$ cat config.mk
export PLATFORM = sky130hd
export DESIGN_NAME = io_port_responder
export DESIGN_NICKNAME = d
export VERILOG_FILES = /design/src/rtl/io_pkg.sv /design/src/rtl/sync_fifo.sv /design/src/rtl/io_port_responder.sv
export SDC_FILE = /design/constraint.sdc
export NUM_CORES = 1
export LEC_CHECK = 0
export BUFFER_PORTS_ARGS = -buffer_cell sky130_fd_sc_hd__buf_2
export CORE_ASPECT_RATIO = 1.5
export CORE_MARGIN = 2
export CORE_UTILIZATION = 35
export DETAILED_ROUTE_END_ITERATION = 8
export SETUP_SLACK_MARGIN = 0.15
export SYNTH_ARGS = -nofsm -noshare
export SYNTH_HDL_FRONTEND = slang
export SYNTH_SLANG_ARGS = --single-unit
$ cat constraint.sdc
create_clock -name clk -period 2.6 [get_ports clk]
set_input_delay 0.39 -clock clk [delete_from_list [all_inputs] [get_ports clk]]
set_output_delay 0.39 -clock clk [all_outputs]
set_load 0.05 [all_outputs]
$ cat src/rtl/io_pkg.sv
// Shared constants, FSM state types and sizing helper for the programmed-I/O responder.
package io_pkg;

  localparam int IO_WIDTH = 16;
  localparam int IO_DEPTH = 8;

  typedef enum logic [1:0] {I_IDLE, I_ACK, I_WAIT} in_state_t;
  typedef enum logic [1:0] {O_IDLE, O_ACK, O_WAIT} out_state_t;

  // Occupancy needs one extra bit so that a full FIFO (level == depth) is representable.
  function automatic int level_w(input int depth);
    return $clog2(depth) + 1;
  endfunction

endpackage

$ cat src/rtl/sync_fifo.sv
// Show-ahead synchronous FIFO: dout presents the head word whenever the FIFO is non-empty, else 0.
module sync_fifo
  import io_pkg::*;
#(
  parameter int WIDTH = IO_WIDTH,
  parameter int DEPTH = IO_DEPTH
) (
  input  logic                        clk,
  input  logic                        rst_b,
  input  logic                        push,
  input  logic                        pop,
  input  logic [WIDTH-1:0]            din,
  output logic [WIDTH-1:0]            dout,
  output logic                        full,
  output logic                        empty,
  output logic [level_w(DEPTH)-1:0]   level
);

  localparam int PW = $clog2(DEPTH);
  localparam int LW = level_w(DEPTH);

  logic [WIDTH-1:0] r_mem [DEPTH];
  logic [PW-1:0]    r_wr_ptr;
  logic [PW-1:0]    r_rd_ptr;
  logic [LW-1:0]    r_level;
  logic             w_do_push;
  logic             w_do_pop;

  assign full      = (r_level == LW'(DEPTH));
  assign empty     = (r_level == '0);
  assign level     = r_level;
  assign w_do_push = push & ~full;
  assign w_do_pop  = pop & ~empty;
  assign dout      = empty ? '0 : r_mem[r_rd_ptr];

  // NOTE: storage is deliberately not reset; validity comes only from the pointers and level,
  // which keeps the array mappable onto plain RAM.
  always_ff @(posedge clk) begin
    if (w_do_push) r_mem[r_wr_ptr] <= din;
  end

  // NOTE: all state updates are non-blocking so every register samples pre-edge values.
  always_ff @(posedge clk or negedge rst_b) begin
    if (!rst_b) begin
      r_wr_ptr <= '0;
      r_rd_ptr <= '0;
      r_level  <= '0;
    end else begin
      if (w_do_push) r_wr_ptr <= r_wr_ptr + PW'(1);
      if (w_do_pop)  r_rd_ptr <= r_rd_ptr + PW'(1);
      case ({w_do_push, w_do_pop})
        2'b10:   r_level <= r_level + LW'(1);
        2'b01:   r_level <= r_level - LW'(1);
        default: r_level <= r_level;
      endcase
    end
  end

endmodule

$ cat src/rtl/io_port_responder.sv
// Peripheral-side responder for the CPU programmed-I/O handshake: one FIFO plus one
// req/ack FSM per direction, the two directions fully independent.
module io_port_responder
  import io_pkg::*;
#(
  parameter int WIDTH = IO_WIDTH,
  parameter int DEPTH = IO_DEPTH
) (
  input  logic                        clk,
  input  logic                        rst_b,
  input  logic                        inp_req,
  output logic                        inp_ack,
  output logic [WIDTH-1:0]            inp_data,
  input  logic                        out_req,
  input  logic [WIDTH-1:0]            out_data,
  output logic                        out_ack,
  input  logic                        src_valid,
  input  logic [WIDTH-1:0]            src_data,
  output logic                        src_ready,
  output logic                        snk_valid,
  output logic [WIDTH-1:0]            snk_data,
  input  logic                        snk_ready,
  output logic [level_w(DEPTH)-1:0]   in_level,
  output logic [level_w(DEPTH)-1:0]   out_level
);

  in_state_t        r_in_state;
  out_state_t       r_out_state;
  logic             r_inp_ack;
  logic             r_out_ack;
  logic [WIDTH-1:0] r_inp_data;

  logic [WIDTH-1:0] w_in_dout;
  logic             w_in_full;
  logic             w_in_empty;
  logic             w_in_pop;
  logic             w_out_full;
  logic             w_out_empty;
  logic             w_out_push;

  // Pops and pushes fire only from IDLE, so a request held high is served exactly once.
  assign w_in_pop   = (r_in_state == I_IDLE) & inp_req & ~w_in_empty;
  assign w_out_push = (r_out_state == O_IDLE) & out_req & ~w_out_full;

  assign src_ready = ~w_in_full;
  assign snk_valid = ~w_out_empty;
  assign inp_ack   = r_inp_ack;
  assign inp_data  = r_inp_data;
  assign out_ack   = r_out_ack;

  sync_fifo #(.WIDTH(WIDTH), .DEPTH(DEPTH)) u_in_fifo (
    .clk   (clk),
    .rst_b (rst_b),
    .push  (src_valid & ~w_in_full),
    .pop   (w_in_pop),
    .din   (src_data),
    .dout  (w_in_dout),
    .full  (w_in_full),
    .empty (w_in_empty),
    .level (in_level)
  );

  sync_fifo #(.WIDTH(WIDTH), .DEPTH(DEPTH)) u_out_fifo (
    .clk   (clk),
    .rst_b (rst_b),
    .push  (w_out_push),
    .pop   (snk_ready & ~w_out_empty),
    .din   (out_data),
    .dout  (snk_data),
    .full  (w_out_full),
    .empty (w_out_empty),
    .level (out_level)
  );

  always_ff @(posedge clk or negedge rst_b) begin
    if (!rst_b) begin
      r_in_state <= I_IDLE;
      r_inp_ack  <= 1'b0;
      r_inp_data <= '0;
    end else begin
      r_inp_ack <= 1'b0;
      case (r_in_state)
        I_IDLE: if (w_in_pop) begin
          r_inp_data <= w_in_dout;
          r_inp_ack  <= 1'b1;
          r_in_state <= I_ACK;
        end
        I_ACK:   r_in_state <= I_WAIT;
        I_WAIT:  if (!inp_req) r_in_state <= I_IDLE;
        default: r_in_state <= I_IDLE;
      endcase
    end
  end

  always_ff @(posedge clk or negedge rst_b) begin
    if (!rst_b) begin
      r_out_state <= O_IDLE;
      r_out_ack   <= 1'b0;
    end else begin
      r_out_ack <= 1'b0;
      case (r_out_state)
        O_IDLE: if (w_out_push) begin
          r_out_ack   <= 1'b1;
          r_out_state <= O_ACK;
        end
        O_ACK:   r_out_state <= O_WAIT;
        O_WAIT:  if (!out_req) r_out_state <= O_IDLE;
        default: r_out_state <= O_IDLE;
      endcase
    end
  end

endmodule
-- After elaboration in Yosys (flattened, before gate mapping)
Memory sizes are Yosys's and may differ from the RTL's. A register that Yosys moved wholly into a read port is not among the register bits.
Index checks and enable logic that the tools add are counted.
- bits in registers: 26
- bits in writable memories: 256
- input port bits: 38
- output and inout port bits: 44
- logic and storage cells: 75
- memories: 2
- add/subtract/negate cells: 8
- equal/unequal tests: 14
- muxes and demuxes: 17
- bitwise operators: 14
- reductions and logical operators: 10
- memory list (memory ; words ; width ; rd ports ; clocked after Yosys merged registers in ; wr ports ; RTL line ; text):
    u_in_fifo.r_mem ; 8 ; 16 ; 1 ; 1 ; 1 ; sync_fifo.sv:22 ; logic [WIDTH-1:0] r_mem [DEPTH];
    u_out_fifo.r_mem ; 8 ; 16 ; 1 ; 0 ; 1 ; sync_fifo.sv:22 ;
- operator list (kind ; number):
    $mux W16 ; 1
    $pmux W4 S2 ; 2
    $add A3 B1 Y3 const B ; 4
    $pmux W2 S3 ; 2
    $and A1 B1 Y1 ; 10
    $add A4 B1 Y4 const B ; 2
    $eq A2 B1 Y1 const B ; 4
    $eq A2 B2 Y1 const B ; 4
    $eq A4 B4 Y1 const B ; 2
    $logic_not A4 Y1 ; 2
    $mux W1 ; 8
    $mux W2 ; 4
    $sub A4 B1 Y4 const B ; 2
    $reduce_and A2 Y1 ; 3
    $logic_not A2 Y1 ; 2
    $ne A2 B1 Y1 const B ; 2
    $ne A2 B2 Y1 const B ; 2
    $not A1 Y1 ; 4
    $reduce_bool A2 Y1 ; 2
    $logic_not A1 Y1 ; 1

-- Depth between registers and ports, before layout
- word-level depth: 6
- depth in mapped cells: 12
- mapped depth without buffers: 10

-- By module
Synthesis repeated with hierarchy kept, for this count alone.
- cells, all modules: 583
- area total of the unflattened synthesis: 11817.6 um^2
- by module, submodules not included (module ; times used ; cells an instance ; area each (um^2) ; sequential area each (um^2)):
    sync_fifo (u_out_fifo) ; 1 ; 265 ; 5481.5 ; 4093.9
    sync_fifo (u_in_fifo) ; 1 ; 264 ; 5476.5 ; 4093.9
    io_port_responder ; 1 ; 54 ; 859.6 ; 550.5

-- Least setup slack after synthesis
No wires, ideal clock.
- kind: register to register
- start point: reg u_in_fifo.r_level[0], in the netlist u_in_fifo.level[0]
- end point: mem u_in_fifo.r_mem[0][0] (netlist name) (enable)
- library setup time: 0.409 ns
- arrival: 2.894 ns
- required time: 2.191 ns
- setup slack: -0.704 ns
- cell stages (with the launch flop): 5
- buffers on the path: 0
- period minus slack after synthesis: 3.304 ns
- path through: dfrtp_1 > or4b_1 > nand2_1 > or2_2 > nor3_1
- cells in the longest elaborated chain, start to end: 6
- ends and longest elaborated chain (item ; RTL line ; text):
    start: declaration ; sync_fifo.sv:25 ; logic [LW-1:0] r_level;
    start signal: assignment ; sync_fifo.sv:52 ; 2'b10: r_level <= r_level + LW'(1);
    start signal: assignment ; sync_fifo.sv:53 ; 2'b01: r_level <= r_level - LW'(1);
    start signal: assignment ; sync_fifo.sv:54 ; default: r_level <= r_level;
    $eq A4 B4 Y1 (*) ; sync_fifo.sv:29 ; assign full = (r_level == LW'(DEPTH));
    $not A1 Y1 (*) ; - ;
    named net src_ready ; io_port_responder.sv:19 ; output logic src_ready,
    $and A1 B1 Y1 ; io_port_responder.sv:54 ; .push (src_valid & ~w_in_full),
    $and A1 B1 Y1 (*) ; sync_fifo.sv:32 ; assign w_do_push = push & ~full;
    $mux W1 (*) ; sync_fifo.sv:39 ; if (w_do_push) r_mem[r_wr_ptr] <= din;
    $mux W1 (not written as such) (*) ; sync_fifo.sv:39 ;
    end: declaration ; sync_fifo.sv:22 ;
The timed path passes the listed nets; every way through them passes the cells marked *.

-- Worst setup path in the final report
- start point: reg u_out_fifo.r_rd_ptr[0]
- end point: out snk_data[7]
- cells in the longest elaborated chain, start to end: 2
- ends and longest elaborated chain (item ; RTL line ; text):
    start: declaration ; sync_fifo.sv:24 ; logic [PW-1:0] r_rd_ptr;
    start signal: assignment ; sync_fifo.sv:50 ; if (w_do_pop) r_rd_ptr <= r_rd_ptr + PW'(1);
    $mem_v2 Z8 W16 ; - ;
    $mux W16 ; sync_fifo.sv:34 ; assign dout = empty ? '0 : r_mem[r_rd_ptr];
    end: declaration ; io_port_responder.sv:21 ; output logic [WIDTH-1:0] snk_data,
Every way passes these cells.

==> results <==
- The netlist area before placement is around 12000 um2.
- Walking the worst path, the cells encountered are buf_4 -> mux4_2 -> mux2i_1 -> nor2_1 -> buf_4.
- After synthesis, the largest family of logic cells by area is multiplexers.
- TritonCTS built the clock tree.
- After synthesis, the mean cell area works out to approximately 20 um2.
- The count of boundary I/O pins is 82.
- Between clock sinks in the finished design, the worst skew comes to 0.0134 ns.
- The number of diodes is 0.
- The worst ir drop on vdd is a little under 1 mV.
- The complex-gate fraction of the synthesized area is 0.0140.
- The largest incremental delay on the critical path is around 0.51 ns.
- After detailed routing, the number of remaining DRC violations is 0.
- The post-route non-filler standard cell count is between 1k and 1.5k.
- The final RePlAce weighted congestion is 0.798.
- Yosys attributes the largest share of cell area to edfxtp_1 (66%), mux4_2 (12%), dfrtp_1 (9.0%).
- The net total in the final layout is ~750.
- The cell with the biggest individual delay on the critical path is dfrtp_4.
- The initial utilization of the core area, before any placement, comes to 0.356.
- In this run, placement finished with an instance count of roughly 1.1k.
- The count of nets left with antenna violations after detail routing is 0.
- After clock tree synthesis, the clock-pin slew on the worst setup and hold paths is 0.06 ns.
- The total routed wirelength is roughly 24000 um.
- In the routed layout, each cell is associated on average with a via count of between 4 and 5.
- Entering global routing, the biggest net connects 37 pins.
- The total number of yosys warnings is 0.
- The tightest min-delay check is of the input port to flip-flop type.
- The count of buffering cells on the critical path with inverters included is 2.
- Global routing finished with a remaining overflow of 0.
- The fraction of synthesized cell area in xor and xnor cells is 0.0105.
- The flow ran to the end, and the final reports show no timing, DRC or antenna violations.
- The number of vias in the routed layout is 5666.
- With fillers left out, the area of the finished cells amounts to 14000 um2.
- Counting the fill cells in the layout gives approximately 2.9k.
- Of the available clock period, the critical path in the final layout requires 0.986.
- The net count after synthesis is 630.
- STA classifies the critical path startpoint as a flip-flop.
- The synthesized design spends more area on one cell type than any other, namely edfxtp_1.
- Among all flip-flop cells after synthesis, the most frequent one is edfxtp_1.
- The dominant cell type by count on the critical path is buf_4.
- The clock tree root driver cell is clkbuf_16.
- The required time of the worst setup path is between 2 and 2.5 ns.
- The synthesized design contains between 200 and 300 enable-type register cells.
- The core box area is between 30000 and 40000 um2.
- The total count of max-transition violations in the final report came to 0.
- From left edge to right edge, the die measures ~150 um.
- In the final layout, the share of cells above drive strength 1 is 0.363.
- Of all nets on the critical path, the largest fanout is 5.
- The endpoint arrival time on the critical path is around 2.2 ns.
- The number of setup violations in the final report is 0.
- The synthesized design contains 298 register bits.
- The number of hold violations in the final report was 0.
- The die is 227 um tall.
- For the finished layout, the period the worst path requires is 2.56 ns.
- The post-synthesis async set-or-reset flop share is 0.141.
- The total iterations of the first detailed-routing run is 4.
- After detailed placement, the total cell area comes to ~13000 um2.
- The standby leakage power is a little under 5 nW.
- For the final routed database, the setup TNS stands at 0 ns.
- From synthesis to final layout, the design area changed by 20.2%.
- The via count of the first global-routing pass is 6418.
- In the final routed layout, each cell accounts on average for around 21 um.
- Max-cap violations in this run came to 0.
- The cell count after synthesis came out at a little under 600.
- In this run the number of H-tree levels came out at 1.
- After the first detailed-routing iteration, the DRC count stood at 325.
- The clock latency reported for the late side of the worst-skew pair is approximately 0.54 ns.
- The detailed placement HPWL is around 16000 um.
- Input and output buffers added on the ports amount to 81.
- Yosys mapped the design onto 39 distinct sky130hd cell types.
- The areal power density over the cells is between 1000 and 1500 nW/um2.
- The global-route wire length before repair is approximately 37000 um.
- Grouping stages by cell kind, the critical path spends the most delay in multiplexers.
- The share of Yosys cell area claimed by the top area cell type is 0.661.
- The post-synthesis share of cell area spent on and, or, nand and nor gates is 0.0371.
- The total clock sinks is between 200 and 300.
- The worst setup path is of the flip-flop to primary output kind.
- Measured against its own limit, the worst slew margin works out to 0.436.
- edfxtp_1 is the most common cell in the netlist.
- The clock buffer count from CTS is 30.
- The number of antenna violations at the first check in global routing is 1.
- Setup repair after global routing could not meet its margin everywhere.
- The clock passes through at most 3 buffers.
- STA classifies the critical path endpoint as a primary output.
- Measured against the total synthesized area, the mux share comes to 0.157.
- The fraction of the mapped netlist area in adder cells is 0.0125.
- In the global route stage, overall resource usage came out at 0.139.
- The transition time at the pin with the least slew margin is roughly 0.85 ns.
- By count the netlist is led by edfxtp_1 (256), mux4_2 (64), dfrtp_1 (42), mux2i_1 (34), nand2_1 (31).
- The die covers 34700 um2.
- The floorplan has 81 rows.
- The tightest hold path in the finished design has a slack of between 0.1 and 0.15 ns.
- Based on the critical path, the design can be clocked at up to 390 MHz.
- For this run, the register share of the synthesized area comes to 0.752.
-- per-layer routing --
metal,track usage,up-vias,part of all wire
li1,-,2551,-
met1,0.154,2939,0.38
met2,0.271,127,0.55
met3,0.0274,47,0.046
met4,0.0361,2,0.022
met5,0,-,0.00079
-- layout by cell type, fill, tap and decap left out, types with 3 or more instances in the layout --
master	n
nand3_1	3
buf_6	13
dfrtp_2	8
o21ai_1	17
clkbuf_16	31
o21ai_0	4
xor2_1	6
nand2_1	30
xnor2_1	8
nand2b_1	6
nor3b_4	4
buf_4	34
mux2i_1	34
edfxtp_1	256
buf_2	67
ha_1	7
nor2_1	23
inv_6	3
inv_1	7
inv_2	4
clkinv_1	9
clkinv_2	6
buf_12	3
mux4_2	64
dfrtp_1	33
bufinv_16	4
-- cell families (layout without fill, tap and decap cells) --
group,after synthesis,in the layout
xor+xnor,14,14
fa+ha+maj,11,11
compound gates,28,28
simple gates,87,87
mux,102,102
flops,298,298
buf+inv,41,187
-- layout make-up --
type / instances / area, um2 / area share
flip-flops and latches: 298 / 8750 / 0.626
multi-input cells: 242 / 2820 / 0.202
repair buffers: 119 / 835 / 0.0597
clock buffers: 33 / 783 / 0.0560
well taps: 415 / 519 / 0.0372
clock inverters: 23 / 218 / 0.0156
inverters: 12 / 47.5 / 0.00340
-- state kept, by name, summed over array words and instances (netlist names) --
| name | cells |
|---|---|
| inp_data | 16 |
| u_in_fifo.r_wr_ptr | 3 |
| inp_ack | 1 |
| out_ack | 1 |
| u_out_fifo.r_rd_ptr | 3 |
| u_out_fifo.r_mem | 128 |
| u_out_fifo.r_wr_ptr | 3 |
| u_in_fifo.r_rd_ptr | 3 |
| u_in_fifo.level | 4 |
| u_out_fifo.level | 4 |
| u_in_fifo.r_mem | 128 |
| r_out_state | 2 |
| r_in_state | 2 |
-- metrics by stage --
stage               utilization  total power [mW]  setup WS [ns]
floorplan                     -              11.2        -0.0273
global placement          0.393              12.8          0.230
detailed placement        0.393              13.0         0.0972
CTS                       0.428              17.7        -0.0182
global route              0.428              18.3        -0.0695
finish                    0.428              17.4         0.0374
-- worst register-to-register path, stage by stage (launching register included) --
cell and delay (ns):
dfrtp_2 0.44, or4b_4 0.59, nand2_4 0.12, ha_4 0.18
ha_1 0.26, a21oi_2 0.20, o21ai_0 0.13, o311ai_1 0.33
-- path summary, 6_finish.rpt --
kind	start	endpoint	slack, ns	cells after the start
max	u_out_fifo.r_rd_ptr[0]$_DFFE_PN0P_	snk_data[7]	0.04	5
min	out_data[10]	u_out_fifo.r_mem[2][10]$_DFFE_PP_	0.12	1
max reg2reg	u_in_fifo.level[2]$_DFFE_PN0P_	u_in_fifo.level[3]$_DFFE_PN0P_	0.22	7
min reg2reg	inp_data[1]$_DFFE_PN0P_	inp_data[1]$_DFFE_PN0P_	0.48	2
max in group asynchronous	rst_b	inp_data[2]$_DFFE_PN0P_	1.46	3
min in group asynchronous	rst_b	inp_data[4]$_DFFE_PN0P_	0.49	2
-- what timing repair did --
action	4_1_cts	5_1_grt
buffers inserted	1	1
pin swaps	4	5
gates cloned	1	0
resized for setup	29	2
setup endpoints to repair	17	17
hold buffers	1	0
endpoints found under the hold margin	30	0
-- power by group --
group          switching, mW  internal [mW]
sequential             0.566           6.07
combinational           3.89           2.58
clock                   1.74           2.57
total                   6.20           11.2
(Power assumes the default switching activity.)
